**config.mk**
```make
export PLATFORM = sky130hd
export DESIGN_NAME = mul_accumulator
export DESIGN_NICKNAME = d
export VERILOG_FILES = /design/src/rtl/mul_accumulator.sv
export SDC_FILE = /design/constraint.sdc
export NUM_CORES = 1
export LEC_CHECK = 0
export CAP_MARGIN = 15
export CORE_MARGIN = 5
export CORE_UTILIZATION = 40
export DETAILED_ROUTE_END_ITERATION = 16
export PLACE_DENSITY = 0.64
export SYNTH_ARGS = -nofsm -noshare
export SYNTH_HDL_FRONTEND = slang
export SYNTH_SLANG_ARGS = --single-unit
```
**constraint.sdc**
```tcl
create_clock -name clk -period 7.4 [get_ports clk]
set_clock_uncertainty 0.1 [all_clocks]
set_input_delay 1.48 -clock clk [delete_from_list [all_inputs] [get_ports clk]]
set_output_delay 1.48 -clock clk [all_outputs]
set_load 0.02 [all_outputs]
```
**src/rtl/mul_accumulator.sv**
```systemverilog
// mul_accumulator: sums up to LEN unsigned products per block and emits sum, beat count and wrap flag
module mul_accumulator #(
  parameter int PROD_W = 9,
  parameter int ACC_W  = 16,
  parameter int LEN    = 4,
  parameter int CNT_W  = 3
) (
  input  logic              clk,
  input  logic              rst,
  input  logic              in_valid,
  output logic              in_ready,
  input  logic [PROD_W-1:0] in_prod,
  input  logic              in_last,
  output logic              out_valid,
  input  logic              out_ready,
  output logic [ACC_W-1:0]  out_sum,
  output logic [CNT_W-1:0]  out_count,
  output logic              out_ovf
);
  typedef enum logic {ACC, OUT} state_t;
  state_t state_q, state_d;
  logic [ACC_W-1:0] acc_q, acc_d, sum_q, sum_d;
  logic [CNT_W-1:0] cnt_q, cnt_d, count_q, count_d, cnt_inc;
  logic ovf_q, ovf_d, oovf_q, oovf_d, novf, accept, close;
  logic [ACC_W:0] nsum;
  assign in_ready  = state_q == ACC;
  assign out_valid = state_q == OUT;
  assign out_sum   = sum_q;
  assign out_count = count_q;
  assign out_ovf   = oovf_q;
  always_comb begin
    state_d = state_q;
    acc_d   = acc_q;
    cnt_d   = cnt_q;
    ovf_d   = ovf_q;
    sum_d   = sum_q;
    count_d = count_q;
    oovf_d  = oovf_q;
    accept  = in_valid & in_ready;
    nsum    = {1'b0, acc_q} + (ACC_W+1)'(in_prod);
    novf    = ovf_q | nsum[ACC_W];
    cnt_inc = cnt_q + CNT_W'(1);
    close   = in_last | (cnt_inc == CNT_W'(LEN));
    if (state_q == ACC && accept) begin
      if (close) begin
        state_d = OUT;
        sum_d   = nsum[ACC_W-1:0];
        count_d = cnt_inc;
        oovf_d  = novf;
      end else begin
        acc_d = nsum[ACC_W-1:0];
        cnt_d = cnt_inc;
        ovf_d = novf;
      end
    end else if (state_q == OUT && out_ready) begin
      state_d = ACC;
      acc_d   = '0;
      cnt_d   = '0;
      ovf_d   = 1'b0;
    end
  end
  always_ff @(posedge clk) begin
    if (rst) begin
      state_q <= ACC;
      acc_q   <= '0;
      cnt_q   <= '0;
      ovf_q   <= 1'b0;
      sum_q   <= '0;
      count_q <= '0;
      oovf_q  <= 1'b0;
    end else begin
      state_q <= state_d;
      acc_q   <= acc_d;
      cnt_q   <= cnt_d;
      ovf_q   <= ovf_d;
      sum_q   <= sum_d;
      count_q <= count_d;
      oovf_q  <= oovf_d;
    end
  end
endmodule

```
## After elaboration in Yosys (flattened, before gate mapping)

Cells that the tools add are included.
Widths: inputs -> output; s select.

| storage, ports and cells | value |
|---|---|
| flip-flop bits (word level) | 41 |
| output and inout bits | 22 |
| word-level logic and storage cells | 33 |

| operators by class | value |
|---|---|
| add/subtract/negate cells | 2 |
| equal/unequal tests | 3 |
| multiplexer cells | 11 |
| bitwise operators | 4 |
| reductions and logical operators | 6 |

Operators with widths:

| cell | count |
|---|---|
| $mux 16 | 3 |
| $add 16x9->17 | 1 |
| $mux 3 | 3 |
| $reduce_and 2->1 | 3 |
| $mux 1 | 5 |
| $ne 2x2->1 const B | 2 |
| $add 3x1->3 const B | 1 |
| $eq 3x3->1 const B | 1 |
| $logic_and 1x1->1 | 2 |
| $or 1x1->1 | 2 |
| $reduce_bool 2->1 | 1 |
| $and 1x1->1 | 1 |
| $not 1->1 | 1 |

## Depth between registers and ports, before layout

| logic depth | value |
|---|---|
| word-level depth | 5 |
| gate-level depth with buffers | 8 |
| mapped depth without buffers | 7 |

## Least setup slack after synthesis

OpenSTA, ideal clock, no wires.

| path | value |
|---|---|
| path type | input to register |
| start point | input port in_prod[0] |
| end point | register acc_q[8] |
| library setup time | 0.062 ns |
| arrival | 3.307 ns |
| path slack | 3.931 ns |
| stages on the path | 7 |
| path buffers | 0 |
| path through | ha_1 fa_1 a21o_1 a221oi_4 a21oi_1 or4b_1 nand3_1 |

| between the ends | value |
|---|---|
| cells in the longest elaborated chain, start to end | 3 |

RTL lines:

| what | RTL line | RTL |
|---|---|---|
| start, declared | 12 | `input logic [PROD_W-1:0] in_prod,` |
| $add 16x9->17 | 40 | `nsum = {1'b0, acc_q} + (ACC_W+1)'(in_prod);` |
| $mux 16 | 45 | `if (close) begin` |
| $mux 16 | 44 | `if (state_q == ACC && accept) begin` |
| end signal, assigned | 65 | `acc_q <= '0;` |
| end signal, assigned | 73 | `acc_q <= acc_d;` |
| end, declared | 22 | `logic [ACC_W-1:0] acc_q, acc_d, sum_q, sum_d;` |

No other way between the ends. The select of a mux whose other input is x is not followed.
A chain may end at the register's enable or synchronous reset.

## Final worst setup path

Same ends and word-level chain as after synthesis.

==> impl_metrics.toml <==
[clock_tree]
cts_buffers = 5
cts_setup_buffers = 0
cts_tree = "built"
cts_hold_buf = 0
path_clk_slew_ps = 80
cts_max_level = 2
cts_repair_resize_count = 0
cts_sinks = 41
clk_path_buf_depth = 2
clockRootBuffer = "clkbuf_8"
clock_latency_ps = 300

[worst_setup_path]
reg2reg_depth = 7
path_depth = 8
slowest_delay_ps = 500
path_class = "primary input to flop"
path_cells = "clkdlybuf4s50_1 -> ha_1 -> fa_1 -> a21o_1 -> a221oi_4 -> a21oi_1 -> or4b_1 -> nand3_1"
endpoint_kind = "flop"
worstSetupStartpointType = "primary input"
critPathSlowestCell = "or4b_1"
cp_num_buf_inv = 1
critPathRequiredTime_ps = 7540
r2r-start = "acc_q[0]$_SDFFE_PP0P_"
regToRegSetupSlack_ps = 4890
worstPathArrival_ps = 3940
r2r_end = "acc_q[8]$_SDFFE_PP0P_"
critPathTopFamily = "compound AO/OA/AOI/OAI gates"
critPathMaxFanout = 6

[placement]
gp_congestion = 0.845
placed_cells = 365
hpwl_mm = 3.62
numPortBuffers = 35

[detailed_routing]
first_iter_violations = 94
vias = 2074
dr.pass1.iters = 4
viasPerCell = 5.52
postRouteAntennaNets = 0
drt_wl_total_mm = 5.29
drc_errors = 0
avgRoutedWirePerCell_um = 14.1

[synthesis]
netlist.area_leader.share_pct = 37.0
ys_ff_latch = 41
ys_top_cells_by_count = "41 x dfxtp_1, 38 x nand2_1, 24 x a21oi_1, 24 x nor2_1, 19 x nand3_1"
ys_async_sr_fraction_pct = 0
synth.most_common_cell = "dfxtp_1"
yosys_warnings = 0
synth_edf_count = 0
synth_area_leader_cell = "dfxtp_1"
ys_types = 42
synth_ff_type = "dfxtp_1"
synth_area_um2 = 2220
syn_inst = 272
synthTopCellsByArea = "dfxtp_1 37%, nand2_1 6.4%, ha_1 6.2%"
syn-mean-instance-area_um2 = 8.15
synth_fp_nets = 298
yosysSeqAreaShare_pct = 37.0

[layout]
multiInputGateArea_um2 = 1320
final_net_count = 329
nFillCells = 542
area_growth_pct = 22.9
regArea_um2 = 821
final_cells = 376
drive_above_1_share_pct = 5.92
n_antenna_cell = 0

[floorplan]
die_width_um = 84.5
initial_core_util_pct = 40.8
placementRows = 27
die-area_um2 = 7130
die_h_um = 84.5
coreArea_um2 = 5440
ioPinCount = 36

[grt]
grt_pass1_wl_mm = 9.05
grt_max_degree = 40
grt_usage_pct = 15.4
overflow = 0
antenna_found_initial = 0
grt_pass1_vias = 1980

[timing]
final_hold_viol_count = 0
slew_headroom_pct = 51.4
max_freq_mhz = 263
min_period_over_period_pct = 51.3
worst_slew_pin_slew_ps = 729
fin_crit_ps = 3800
tns_ps = 0
setup_viol = 0
rsz0062_at_grt = "false"
maxSlewViolCount = 0

[hold_path]
holdPathStages = 2
hold_class = "flop to flop"
min_from = "out_sum[0]$_SDFFE_PP0P_"
hold_end = "out_sum[0]$_SDFFE_PP0P_"

[power]
power_density_nw_per_um2 = 176
peakVddDrop_uv = 84.3
finalPower_mw = 0.480
total_leakage_power_nw = 0.969

[outcome]
outcome = "completed"

[run]
maxCapViolCount = 0
-- logic make-up after synthesis --
family / after synthesis / synth area share (%)
xor+xnor: 9 / 3.89
compound gates: 77 / 24.2
simple gates: 112 / 24.0
flops: 41 / 37.0
fa+ha+maj: 12 / 7.11
buf+inv: 21 / 3.78
-- state kept, by name (all words and copies together), names as in the netlist --
name,cells
out_valid,1
out_ovf,1
out_sum,16
cnt_q,3
ovf_q,1
out_count,3
acc_q,16
-- tightest hold or removal path, delay by kind of cell (launching register included) --
kind | cells | cell delay [ps]
AOI/OAI and AO/OA | 1 | 50
and+or+nand+nor | 1 | 50
DFF | 1 | 310
-- layout make-up --
type                       count  share of cell area [%]
multi-input combinational    210                    48.4
sequential                    41                    30.1
timing repair buffer          41                    14.5
tap                           72                    3.31
clock buffer                   5                    2.53
clock inverter                 3                   0.643
inverter                       4                   0.551
-- cells in the final DEF (no fill, tap or decap), types with 4 or more instances in the layout --
cell type | netlist | layout
a21oi_1 | 24 | 24
nor2_1 | 24 | 24
a31oi_1 | 5 | 5
clkdlybuf4s50_1 | 0 | 35
nand3b_1 | 4 | 4
inv_1 | 4 | 4
o211ai_1 | 9 | 9
nand2_1 | 38 | 38
nand3_1 | 19 | 19
dfxtp_1 | 41 | 41
o2111ai_1 | 7 | 7
clkbuf_8 | 0 | 5
nor3_1 | 7 | 7
a211oi_1 | 12 | 11
o21ai_0 | 4 | 4
nand4_1 | 5 | 5
xnor2_1 | 7 | 7
ha_1 | 11 | 11
-- routing by layer --
metal  wire [um]  global-route usage [%]  vias to the layer above
met5           0                       0                        -
met4         102                    6.76                        0
met3         271                    3.43                       11
met2        2520                    25.8                       49
met1        2390                    18.9                      956
li1            -                       -                     1058
-- metrics by stage --
step                      worst slack (ps)  hold WS, ps  util [%]  cell area (um^2)
final                                 3600          357      50.1              2720
after global routing                  3470          380      50.1              2720
after CTS                             3490          359      49.7              2700
after detailed placement              3170          347      48.1              2620
after global placement                3210          345      48.1              2620
after floorplan                       3930          352         -              2220
-- how the worst max path moves through the flow --
stage	start	end	slack, ps
6_report	in_prod[0]	acc_q[8]$_SDFFE_PP0P_	3600
4_1_cts	in_prod[1]	out_sum[11]$_SDFFE_PP0P_	3490
2_1_floorplan	in_prod[0]	acc_q[8]$_SDFFE_PP0P_	3930
5_1_grt	in_prod[0]	acc_q[8]$_SDFFE_PP0P_	3470
3_5_place_dp	in_prod[1]	out_sum[11]$_SDFFE_PP0P_	3170
3_3_place_gp	in_prod[1]	out_sum[11]$_SDFFE_PP0P_	3210
-- power by group --
group          internal [mW]  total [mW]  switching [mW]
clock                 0.0651       0.147          0.0821
combinational         0.0408      0.0971          0.0563
sequential             0.230       0.236         0.00553
total                  0.336       0.480           0.144
(Power assumes the default switching activity.)
